--- src/rtl/mem_arbiter_pkg.sv ---
// rtl/mem_arbiter_pkg.sv - shared state encodings and width defaults for mem_arbiter
package mem_arbiter_pkg;

  localparam int DEF_ADDR_W  = 14;
  localparam int DEF_LINE_W  = 64;
  localparam int DEF_MEM_LAT = 4;

  typedef enum logic [2:0] {
    ARB_IDLE  = 3'd0,
    ARB_WB    = 3'd1,
    ARB_DRD   = 3'd2,
    ARB_IRD   = 3'd3,
    ARB_DRESP = 3'd4,
    ARB_IRESP = 3'd5
  } arb_state_t;

endpackage

--- src/rtl/mem_arbiter_if.sv ---
// rtl/mem_arbiter_if.sv - cache miss ports and main-memory port bundle for mem_arbiter
interface mem_arbiter_if
  import mem_arbiter_pkg::*;
#(
  parameter int ADDR_W = DEF_ADDR_W,
  parameter int LINE_W = DEF_LINE_W
);

  logic              i_req;
  logic [ADDR_W-1:0] i_addr;
  logic [LINE_W-1:0] i_line;
  logic              i_done;

  logic              d_req;
  logic [ADDR_W-1:0] d_addr;
  logic              d_evict;
  logic [ADDR_W-1:0] d_evict_addr;
  logic [LINE_W-1:0] d_wr_line;
  logic [LINE_W-1:0] d_line;
  logic              d_done;

  logic [ADDR_W-1:0] m_addr;
  logic              m_re;
  logic              m_we;
  logic [LINE_W-1:0] m_wdata;
  logic [LINE_W-1:0] m_rdata;

  // master is the arbiter side; slave is the caches plus memory
  modport master (
    input  i_req, i_addr, d_req, d_addr, d_evict, d_evict_addr, d_wr_line, m_rdata,
    output i_line, i_done, d_line, d_done, m_addr, m_re, m_we, m_wdata
  );

  modport slave (
    output i_req, i_addr, d_req, d_addr, d_evict, d_evict_addr, d_wr_line, m_rdata,
    input  i_line, i_done, d_line, d_done, m_addr, m_re, m_we, m_wdata
  );

endinterface

--- src/rtl/mem_arbiter_lat_timer.sv ---
// rtl/mem_arbiter_lat_timer.sv - arb_lat_timer: loadable down-counter with zero flag
module arb_lat_timer #(
  parameter int MEM_LAT = 4
) (
  input  logic clk,
  input  logic rst_n,
  input  logic load,
  input  logic dec,
  output logic zero
);

  localparam int CNT_W = $clog2(MEM_LAT + 1);
  localparam logic [CNT_W-1:0] RELOAD = CNT_W'(MEM_LAT - 1);

  logic [CNT_W-1:0] count;

  always_ff @(posedge clk) begin
    if (!rst_n) begin
      count <= '0;
    end else if (load) begin
      count <= RELOAD;
    end else if (dec && (count != '0)) begin
      count <= count - 1'b1;
    end
  end

  assign zero = (count == '0);

endmodule

--- src/rtl/mem_arbiter.sv ---
// rtl/mem_arbiter.sv - D-over-I line-fill arbiter for one multi-cycle memory; MEM_ARB_PERF_EN adds fill/write-back counters
module mem_arbiter
  import mem_arbiter_pkg::*;
#(
  parameter int MEM_LAT = DEF_MEM_LAT,
  parameter int ADDR_W  = DEF_ADDR_W,
  parameter int LINE_W  = DEF_LINE_W
) (
  input  logic          clk,
  input  logic          rst_n,
  mem_arbiter_if.master bus
`ifdef MEM_ARB_PERF_EN
  ,
  output logic [15:0]   perf_ifill,
  output logic [15:0]   perf_dfill,
  output logic [15:0]   perf_wb
`endif
);

  arb_state_t        state, state_n;
  logic [ADDR_W-1:0] m_addr_n;
  logic [LINE_W-1:0] m_wdata_n;
  logic [LINE_W-1:0] i_line_n;
  logic [LINE_W-1:0] d_line_n;
  logic              m_re_n, m_we_n, i_done_n, d_done_n;
  logic              t_load, t_dec, t_zero;

  arb_lat_timer #(.MEM_LAT(MEM_LAT)) u_timer (
    .clk  (clk),
    .rst_n(rst_n),
    .load (t_load),
    .dec  (t_dec),
    .zero (t_zero)
  );

  // Every output is a register; the comb block only computes its next value.
  always_comb begin
    state_n   = state;
    m_addr_n  = bus.m_addr;
    m_wdata_n = bus.m_wdata;
    i_line_n  = bus.i_line;
    d_line_n  = bus.d_line;
    m_re_n    = 1'b0;
    m_we_n    = 1'b0;
    i_done_n  = 1'b0;
    d_done_n  = 1'b0;
    t_load    = 1'b0;
    t_dec     = 1'b0;
    case (state)
      ARB_IDLE: begin
        if (bus.d_req && bus.d_evict) begin
          state_n   = ARB_WB;
          m_addr_n  = bus.d_evict_addr;
          m_wdata_n = bus.d_wr_line;
          m_we_n    = 1'b1;
          t_load    = 1'b1;
        end else if (bus.d_req) begin
          state_n  = ARB_DRD;
          m_addr_n = bus.d_addr;
          m_re_n   = 1'b1;
          t_load   = 1'b1;
        end else if (bus.i_req) begin
          state_n  = ARB_IRD;
          m_addr_n = bus.i_addr;
          m_re_n   = 1'b1;
          t_load   = 1'b1;
        end
      end
      ARB_WB: begin
        if (t_zero) begin
          state_n  = ARB_DRD;
          m_addr_n = bus.d_addr;
          m_re_n   = 1'b1;
          t_load   = 1'b1;
        end else begin
          m_we_n = 1'b1;
          t_dec  = 1'b1;
        end
      end
      ARB_DRD: begin
        if (t_zero) begin
          state_n  = ARB_DRESP;
          d_line_n = bus.m_rdata;
          d_done_n = 1'b1;
        end else begin
          m_re_n = 1'b1;
          t_dec  = 1'b1;
        end
      end
      ARB_IRD: begin
        if (t_zero) begin
          state_n  = ARB_IRESP;
          i_line_n = bus.m_rdata;
          i_done_n = 1'b1;
        end else begin
          m_re_n = 1'b1;
          t_dec  = 1'b1;
        end
      end
      ARB_DRESP: state_n = ARB_IDLE;
      ARB_IRESP: state_n = ARB_IDLE;
      default:   state_n = ARB_IDLE;
    endcase
  end

  always_ff @(posedge clk) begin
    if (!rst_n) begin
      state       <= ARB_IDLE;
      bus.m_addr  <= '0;
      bus.m_wdata <= '0;
      bus.m_re    <= 1'b0;
      bus.m_we    <= 1'b0;
      bus.i_line  <= '0;
      bus.d_line  <= '0;
      bus.i_done  <= 1'b0;
      bus.d_done  <= 1'b0;
    end else begin
      state       <= state_n;
      bus.m_addr  <= m_addr_n;
      bus.m_wdata <= m_wdata_n;
      bus.m_re    <= m_re_n;
      bus.m_we    <= m_we_n;
      bus.i_line  <= i_line_n;
      bus.d_line  <= d_line_n;
      bus.i_done  <= i_done_n;
      bus.d_done  <= d_done_n;
    end
  end

`ifdef MEM_ARB_PERF_EN
  logic [15:0] perf_ifill_q, perf_dfill_q, perf_wb_q;

  always_ff @(posedge clk) begin
    if (!rst_n) begin
      perf_ifill_q <= '0;
      perf_dfill_q <= '0;
      perf_wb_q    <= '0;
    end else begin
      if ((state == ARB_IRD) && t_zero && (perf_ifill_q != 16'hFFFF))
        perf_ifill_q <= perf_ifill_q + 16'd1;
      if ((state == ARB_DRD) && t_zero && (perf_dfill_q != 16'hFFFF))
        perf_dfill_q <= perf_dfill_q + 16'd1;
      if ((state == ARB_WB) && t_zero && (perf_wb_q != 16'hFFFF))
        perf_wb_q <= perf_wb_q + 16'd1;
    end
  end

  assign perf_ifill = perf_ifill_q;
  assign perf_dfill = perf_dfill_q;
  assign perf_wb    = perf_wb_q;
`endif

endmodule

--- src/flat_wrapper.sv ---
// flat-port wrapper written by rule: the top's interface ports become plain ports
module mem_arbiter_flat import mem_arbiter_pkg::*;
#(
  parameter int MEM_LAT = DEF_MEM_LAT,
  parameter int ADDR_W  = DEF_ADDR_W,
  parameter int LINE_W  = DEF_LINE_W
)
  (clk, rst_n, bus_i_req, bus_i_addr, bus_d_req, bus_d_addr, bus_d_evict, bus_d_evict_addr, bus_d_wr_line, bus_m_rdata, bus_i_line, bus_i_done, bus_d_line, bus_d_done, bus_m_addr, bus_m_re, bus_m_we, bus_m_wdata);
  mem_arbiter_if #(.ADDR_W(ADDR_W), .LINE_W(LINE_W)) bus_i ();
  input  logic clk;
  input  logic rst_n;
  input wire logic [$bits(bus_i.i_req)-1:0] bus_i_req;
  input wire logic [$bits(bus_i.i_addr)-1:0] bus_i_addr;
  input wire logic [$bits(bus_i.d_req)-1:0] bus_d_req;
  input wire logic [$bits(bus_i.d_addr)-1:0] bus_d_addr;
  input wire logic [$bits(bus_i.d_evict)-1:0] bus_d_evict;
  input wire logic [$bits(bus_i.d_evict_addr)-1:0] bus_d_evict_addr;
  input wire logic [$bits(bus_i.d_wr_line)-1:0] bus_d_wr_line;
  input wire logic [$bits(bus_i.m_rdata)-1:0] bus_m_rdata;
  output wire logic [$bits(bus_i.i_line)-1:0] bus_i_line;
  output wire logic [$bits(bus_i.i_done)-1:0] bus_i_done;
  output wire logic [$bits(bus_i.d_line)-1:0] bus_d_line;
  output wire logic [$bits(bus_i.d_done)-1:0] bus_d_done;
  output wire logic [$bits(bus_i.m_addr)-1:0] bus_m_addr;
  output wire logic [$bits(bus_i.m_re)-1:0] bus_m_re;
  output wire logic [$bits(bus_i.m_we)-1:0] bus_m_we;
  output wire logic [$bits(bus_i.m_wdata)-1:0] bus_m_wdata;
  assign bus_i.i_req = bus_i_req;
  assign bus_i.i_addr = bus_i_addr;
  assign bus_i.d_req = bus_d_req;
  assign bus_i.d_addr = bus_d_addr;
  assign bus_i.d_evict = bus_d_evict;
  assign bus_i.d_evict_addr = bus_d_evict_addr;
  assign bus_i.d_wr_line = bus_d_wr_line;
  assign bus_i.m_rdata = bus_m_rdata;
  assign bus_i_line = bus_i.i_line;
  assign bus_i_done = bus_i.i_done;
  assign bus_d_line = bus_i.d_line;
  assign bus_d_done = bus_i.d_done;
  assign bus_m_addr = bus_i.m_addr;
  assign bus_m_re = bus_i.m_re;
  assign bus_m_we = bus_i.m_we;
  assign bus_m_wdata = bus_i.m_wdata;
  mem_arbiter #(.MEM_LAT(MEM_LAT), .ADDR_W(ADDR_W), .LINE_W(LINE_W)) u_core (.clk(clk), .rst_n(rst_n), .bus(bus_i));
endmodule
--- config.mk ---
export PLATFORM = sky130hd
export DESIGN_NAME = mem_arbiter_flat
export DESIGN_NICKNAME = d
export VERILOG_FILES = /design/src/rtl/mem_arbiter_pkg.sv /design/src/rtl/mem_arbiter_if.sv /design/src/rtl/mem_arbiter_lat_timer.sv /design/src/rtl/mem_arbiter.sv /design/src/flat_wrapper.sv
export SDC_FILE = /design/constraint.sdc
export NUM_CORES = 1
export LEC_CHECK = 0
export ABC_AREA = 1
export CORE_AREA = 2 2 150 152
export CTS_BUF_LIST = sky130_fd_sc_hd__clkbuf_4
export DETAILED_ROUTE_END_ITERATION = 6
export DIE_AREA = 0 0 152 154
export PLACE_DENSITY_LB_ADDON = 0.08
export SLEW_MARGIN = 0
export SYNTH_ARGS = -nofsm -noshare
export SYNTH_HDL_FRONTEND = slang
export SYNTH_SLANG_ARGS = --single-unit
--- constraint.sdc ---
create_clock -name clk -period 4.3 [get_ports clk]
set_clock_uncertainty 0.1 [all_clocks]
set_input_delay 0.645 -clock clk [delete_from_list [all_inputs] [get_ports clk]]
set_output_delay 0.645 -clock clk [all_outputs]
set_load 0.005 [all_outputs]
-- Yosys cells after proc, flatten, opt, wreduce, memory -nomap -nowiden
Index checks and enable logic that the tools add are counted.
- register bits: 216
- bits of input ports: 175
- output and inout port bits: 210
- logic and storage cells: 62
- add/subtract/negate cells: 1
- eq/ne operators: 7
- multiplexer cells: 25
- bitwise gates (word level): 1
- reductions and logical operators: 17
- operators with widths (cell ; number):
    14-bit two-way mux ; 4
    14-bit one-hot mux with 2 select lines ; 1
    3-bit two-way mux ; 6
    3-bit one-hot mux with 4 select lines ; 1
    2-bit AND reduction ; 5
    1-bit two-way mux ; 8
    3-bit by 2-bit == test with 1-bit output (second input constant) ; 2
    3-bit logical NOT ; 2
    2-bit by 1-bit != test with 1-bit output (second input constant) ; 3
    2-bit two-way mux ; 2
    4-bit by 3-bit != test with 1-bit output (second input constant) ; 1
    1-bit one-hot mux with 2 select lines ; 2
    4-bit AND reduction ; 1
    2-bit nonzero test ; 2
    2-bit OR reduction ; 2
    3-bit by 1-bit == test with 1-bit output (second input constant) ; 1
    1-bit one-hot mux with 3 select lines ; 1
    3-bit AND reduction ; 1
    3-bit nonzero test ; 1
    3-bit OR reduction ; 1
    3-bit by 1-bit subtractor with 3-bit output (second input constant) ; 1
    1-bit logical AND ; 2
    1-bit inverter ; 1

-- Depth between registers and ports, before layout
- depth in word-level cells: 6
- mapped depth: 9

-- Cells and area by module
From an unflattened synthesis, not the netlist that was laid out.
- cells, all modules: 1058
- area, all modules: 8216.6 µm²
- by module, submodules not included (module ; times used ; cells an instance ; area an instance (µm²)):
    mem_arbiter ; 1 ; 1033 ; 8046.5
    arb_lat_timer ; 1 ; 25 ; 170.2

-- Worst setup path before layout
OpenSTA, ideal clock, no wires.
- path type: in2reg
- start: input bus_d_evict
- end: register u_core.bus.m_wdata[54]
- library setup time: 0.113 ns
- arrival time: 1.536 ns
- setup slack: 2.550 ns
- stages on the path: 8
- cell sequence: clkbuf_1 -> nand2_1 -> nor2_2 -> inv_2 -> buf_4 -> buf_6 -> nor2_1 -> nor2_1
- longest elaborated chain between the ends: 2
- ends and longest elaborated chain (what ; line ; text):
    start: declaration ; flat_wrapper.sv:16 ; input wire logic [$bits(bus_i.d_evict)-1:0] bus_d_evict;
    1-bit logical AND ; mem_arbiter.sv:51 ; if (bus.d_req && bus.d_evict) begin
    2-bit AND reduction (no line) ; n/a ;
    end signal: assignment ; mem_arbiter.sv:120 ; bus.m_wdata <= m_wdata_n;
    end: declaration ; mem_arbiter_if.sv:31 ; output i_line, i_done, d_line, d_done, m_addr, m_re, m_we, m_wdata
Every way passes these cells.
A chain may end at the register's enable or synchronous reset.

-- Worst setup path in the final report
- start: input bus_d_req
- end: register u_core.bus.m_addr[1]
- longest elaborated chain between the ends: 3
- elaborated cells on any way between the ends: 6
- classes of those cells: 1 x eq/ne; 3 x mux; 2 x reduce/logical
- ends and longest elaborated chain (what ; line ; text):
    start: declaration ; flat_wrapper.sv:14 ; input wire logic [$bits(bus_i.d_req)-1:0] bus_d_req;
    14-bit two-way mux or 1-bit logical AND (tied branches) ; mem_arbiter.sv:57, mem_arbiter.sv:51 ;
    14-bit two-way mux or 4-bit by 3-bit != test with 1-bit output (tied branches) ; n/a ;
    14-bit one-hot mux with 2 select lines or 3-bit AND reduction (tied branches) ; n/a ;
    end signal: assignment ; mem_arbiter.sv:119 ; bus.m_addr <= m_addr_n;
    end: declaration ; mem_arbiter_if.sv:31 ;
Several ways; a longest one is shown, not always the timed one.

==> flow_results.xml <==
<?xml version="1.0" encoding="UTF-8"?>
<metrics>
  <group name="synthesis">
    <metric name="synth.distinct_cells" unit="">20</metric>
    <metric name="synth.area.top_cells" unit="">sky130_fd_sc_hd__dfxtp_1 (53%), sky130_fd_sc_hd__nor2_1 (20%), sky130_fd_sc_hd__o21ai_1 (12%), sky130_fd_sc_hd__nand2_1 (4.7%), sky130_fd_sc_hd__nand3_1 (2.4%)</metric>
    <metric name="synth_top_family_by_area" unit="">simple AND/OR/NAND/NOR gates</metric>
    <metric name="ys_warn_count" unit="">0</metric>
    <metric name="synthesis.nets" unit="">1269</metric>
    <metric name="yosys.area.top_type_share" unit="%">53.5</metric>
    <metric name="synthSimpleGateAreaFrac" unit="%">27.5</metric>
    <metric name="synthXorXnorAreaFrac" unit="%">0.108</metric>
    <metric name="synth.largest_area_cell" unit="">sky130_fd_sc_hd__dfxtp_1</metric>
    <metric name="synth.ff_latch_count" unit="">216</metric>
    <metric name="synth_area_per_inst" unit="um^2">7.40</metric>
    <metric name="synth-compound-area-share" unit="%">12.2</metric>
    <metric name="muxShareOfSynthArea" unit="%">0</metric>
    <metric name="synth.yosys.seq_area_share" unit="%">53.5</metric>
    <metric name="syn_area" unit="um^2">8090</metric>
    <metric name="post_synthesis_cell_count" unit="">1092</metric>
    <metric name="area_share_of_fa_ha_maj_cells_after_synthesis" unit="%">0.310</metric>
  </group>
  <group name="grt">
    <metric name="first_global_vias" unit="">7964</metric>
    <metric name="grt_antenna_before_repair" unit="">1</metric>
    <metric name="globalRouteTotalUtil" unit="%">22.2</metric>
    <metric name="largest_net_degree_at_the_start_of_global_routing" unit="">105</metric>
    <metric name="grt_pass1_wl" unit="um">42300</metric>
    <metric name="global_route.overflow_total" unit="">0</metric>
  </group>
  <group name="worst_setup_path">
    <metric name="critPathTopFamily" unit="">buffers and inverters</metric>
    <metric name="crit_path_start" unit="">bus_d_req</metric>
    <metric name="cpPeakStageDelay" unit="ns">0.88</metric>
    <metric name="critical_path_depth" unit="">7</metric>
    <metric name="worst_r2r_endpoint" unit="">u_core.bus.d_line[48]$_SDFFE_PN0P_</metric>
    <metric name="crit_path_max_fanout" unit="">18</metric>
    <metric name="timing.rr.start" unit="">u_core.u_timer.count[0]$_SDFFE_PN0P_</metric>
    <metric name="crit_buf_inv" unit="">2</metric>
    <metric name="worstPathArrival" unit="ns">3.01</metric>
    <metric name="worstRegToRegCells" unit="">9</metric>
    <metric name="criticalPathCategory" unit="">input pin to register</metric>
    <metric name="startpoint_type" unit="">input pin</metric>
    <metric name="critical_path.endpoint" unit="">u_core.bus.m_addr[1]$_SDFFE_PN0P_</metric>
    <metric name="type_of_element_capturing_the_critical_path" unit="">register</metric>
    <metric name="required" unit="ns">4.77</metric>
    <metric name="setup.reg_to_reg.worst_slack" unit="ns">1.92</metric>
    <metric name="critical-path-slowest-cell" unit="">sky130_fd_sc_hd__clkdlybuf4s50_1</metric>
    <metric name="cp_cell_sequence" unit="">clkdlybuf4s50_1 -&gt; inv_1 -&gt; nand2_1 -&gt; nand3_1 -&gt; nand3_1 -&gt; nand2_1 -&gt; nor2_1</metric>
  </group>
  <group name="timing">
    <metric name="post-route-min-period" unit="ns">2.54</metric>
    <metric name="setup_viol" unit="">0</metric>
    <metric name="timing.final.hold_violations" unit="">0</metric>
    <metric name="worst_hold_slack" unit="ns">0.378</metric>
    <metric name="fmaxAchievable" unit="MHz">393</metric>
    <metric name="min_period_over_period" unit="%">59.1</metric>
    <metric name="drv_slew" unit="">0</metric>
    <metric name="slew_headroom" unit="%">32.4</metric>
    <metric name="rsz0062_at_grt" unit="">no</metric>
    <metric name="fin_tns_setup" unit="ns">0</metric>
    <metric name="worst-slew-pin-transition" unit="ns">1.01</metric>
  </group>
  <group name="floorplan">
    <metric name="effective_utilization_at_floorplan" unit="%">37.3</metric>
    <metric name="chipHeight" unit="um">154</metric>
    <metric name="floorplan.io_pins" unit="">385</metric>
    <metric name="core_area" unit="um^2">21700</metric>
    <metric name="floorplan.die.width" unit="um">152</metric>
    <metric name="die_area" unit="um^2">23400</metric>
    <metric name="core.rowCount" unit="">54</metric>
  </group>
  <group name="drt">
    <metric name="routed_antenna_nets" unit="">0</metric>
    <metric name="drt_first_pass_iters" unit="">6</metric>
    <metric name="route.detailed.wl_per_inst" unit="um">15.0</metric>
    <metric name="drc_errors" unit="">0</metric>
    <metric name="drt_wl_total" unit="um">27000</metric>
    <metric name="routed_via_density" unit="">4.58</metric>
    <metric name="dr.first_iter.drc_count" unit="">382</metric>
    <metric name="num_vias" unit="">8263</metric>
  </group>
  <group name="power">
    <metric name="power_leakage" unit="nW">5.15</metric>
    <metric name="power_density" unit="nW/um^2">551</metric>
    <metric name="worst_ir_drop_vdd" unit="mV">0.281</metric>
  </group>
  <group name="finish">
    <metric name="final_design_area_no_fill" unit="um^2">12700</metric>
    <metric name="final.fill_count" unit="">2079</metric>
    <metric name="mostFrequentLayoutCells" unit="">sky130_fd_sc_hd__nor2_1 (425), sky130_fd_sc_hd__clkdlybuf4s50_1 (383), sky130_fd_sc_hd__dfxtp_1 (216)</metric>
    <metric name="final_util" unit="%">58.7</metric>
    <metric name="layout.cells.most_common" unit="">sky130_fd_sc_hd__nor2_1</metric>
    <metric name="finalNonFillerCells" unit="">1803</metric>
    <metric name="layout.area.seq" unit="um^2">4320</metric>
    <metric name="multi_input_comb_area" unit="um^2">3260</metric>
    <metric name="area.growth.synth_to_final" unit="%">57.5</metric>
    <metric name="drive_above_1_share" unit="%">7.95</metric>
    <metric name="final_net_count" unit="">1652</metric>
  </group>
  <group name="placed_design">
    <metric name="port_buffers" unit="">384</metric>
    <metric name="placed_cells" unit="">1693</metric>
    <metric name="placed_area" unit="um^2">12000</metric>
    <metric name="dp_hpwl" unit="um">18400</metric>
    <metric name="gpl.final_weighted_congestion" unit="">0.817</metric>
  </group>
  <group name="clock_tree">
    <metric name="h-tree-depth" unit="">2</metric>
    <metric name="cts_resized" unit="">0</metric>
    <metric name="cts.repair_timing.setup_buffer_count" unit="">0</metric>
    <metric name="clkLatencyLatePin" unit="ns">0.64</metric>
    <metric name="cts.sinks" unit="">216</metric>
    <metric name="cts_tree" unit="">done</metric>
    <metric name="cts-root-to-sink-buffers" unit="">3</metric>
    <metric name="cts-root-buf" unit="">sky130_fd_sc_hd__clkbuf_4</metric>
    <metric name="cts_inserted_buffers" unit="">60</metric>
    <metric name="hold_buffers" unit="">0</metric>
    <metric name="cts.clk_slew.worst_paths" unit="ns">0.06</metric>
  </group>
  <group name="run_status">
    <metric name="outcome" unit="">finished clean</metric>
  </group>
  <group name="flow_run">
    <metric name="drv.max_cap_violation_count" unit="">0</metric>
  </group>
  <group name="worst_hold_path">
    <metric name="holdCritPathClass" unit="">register to register</metric>
  </group>
</metrics>
worst register-to-register path, delay by kind of cell (launching register included):
family / cells / cell delay (ns)
and+or+nand+nor: 4 / 0.53
DFF: 1 / 0.31
buffers and inverters: 4 / 1.22
adders and majority gates: 1 / 0.18
synthesized netlist by cell type (all sizes together):
library cell and number:
nor2 429, dfxtp 216, o21ai 193, nand2 102
buf 44, nand3 39, clkbuf 29, inv 29
a21oi 4, ha 2, nand4 2, nor3 1
or2 1, xnor2 1
area by class of cell:
cell class / count / area share (%)
Inverter: 29 / 0.855
Clock buffer: 96 / 5.66
Tap cell: 280 / 2.75
Timing Repair Buffer: 394 / 30.7
Clock inverter: 13 / 0.413
Multi-Input combinational cell: 774 / 25.6
Sequential cell: 216 / 33.9
Antenna cell: 1 / 0.0196
cells by family (layout without fill, tap and decap cells):
kind of cell / count (synthesis) / count (layout)
other: 0 / 1
buffers and inverters: 102 / 532
DFF: 216 / 216
and+or+nand+nor: 574 / 574
adders and majority gates: 2 / 2
xor gates and xnor gates: 1 / 1
AOI/OAI and AO/OA: 197 / 197
report_power, final:
group          switching (W)  internal [W]  total, W
Sequential          0.000239       0.00246   0.00270
Combinational        0.00121       0.00127   0.00248
Clock               0.000839       0.00100   0.00184
layer usage:
layer	GRT usage, %	part of all wire, %	vias up
li1	-	-	4278
met1	26.5	42	3628
met2	36.9	47	311
met3	7.81	8.2	46
met4	8.46	2.9	0
met5	0	0	-
through the flow:
step	total power (W)	setup slack, ns
final	0.00702	1.76
after global routing	0.00752	1.53
after CTS	0.00712	1.84
after detailed placement	0.00524	1.14
after global placement	0.00520	1.22
after floorplan	0.00393	2.55
worst min-delay path by stage:
stage	from	endpoint	slack, ns	cells past startpoint
detailed placement	u_core.bus.i_line[17]$_SDFFE_PN0P_	u_core.bus.i_line[17]$_SDFFE_PN0P_	0.37	2
CTS	u_core.bus.i_line[17]$_SDFFE_PN0P_	u_core.bus.i_line[17]$_SDFFE_PN0P_	0.38	2
floorplan	u_core.u_timer.count[2]$_SDFFE_PP0P_	u_core.u_timer.count[2]$_SDFFE_PP0P_	0.38	2
finish	u_core.bus.i_line[17]$_SDFFE_PN0P_	u_core.bus.i_line[17]$_SDFFE_PN0P_	0.38	2
global placement	u_core.bus.i_line[17]$_SDFFE_PN0P_	u_core.bus.i_line[17]$_SDFFE_PN0P_	0.36	2
global route	u_core.bus.d_line[11]$_SDFFE_PN0P_	u_core.bus.d_line[11]$_SDFFE_PN0P_	0.40	2
flip-flops by register name, indices dropped and copies added, names as in the netlist:
signal and cells:
u_core.bus.m_wdata 64, u_core.bus.d_done 1, u_core.bus.d_line 64, u_core.bus.m_addr 14, u_core.bus.m_we 1, u_core.u_timer.count 3
u_core.bus.i_done 1, u_core.state 3, u_core.bus.i_line 64, u_core.bus.m_re 1
Power figures use the tool's default switching activity.
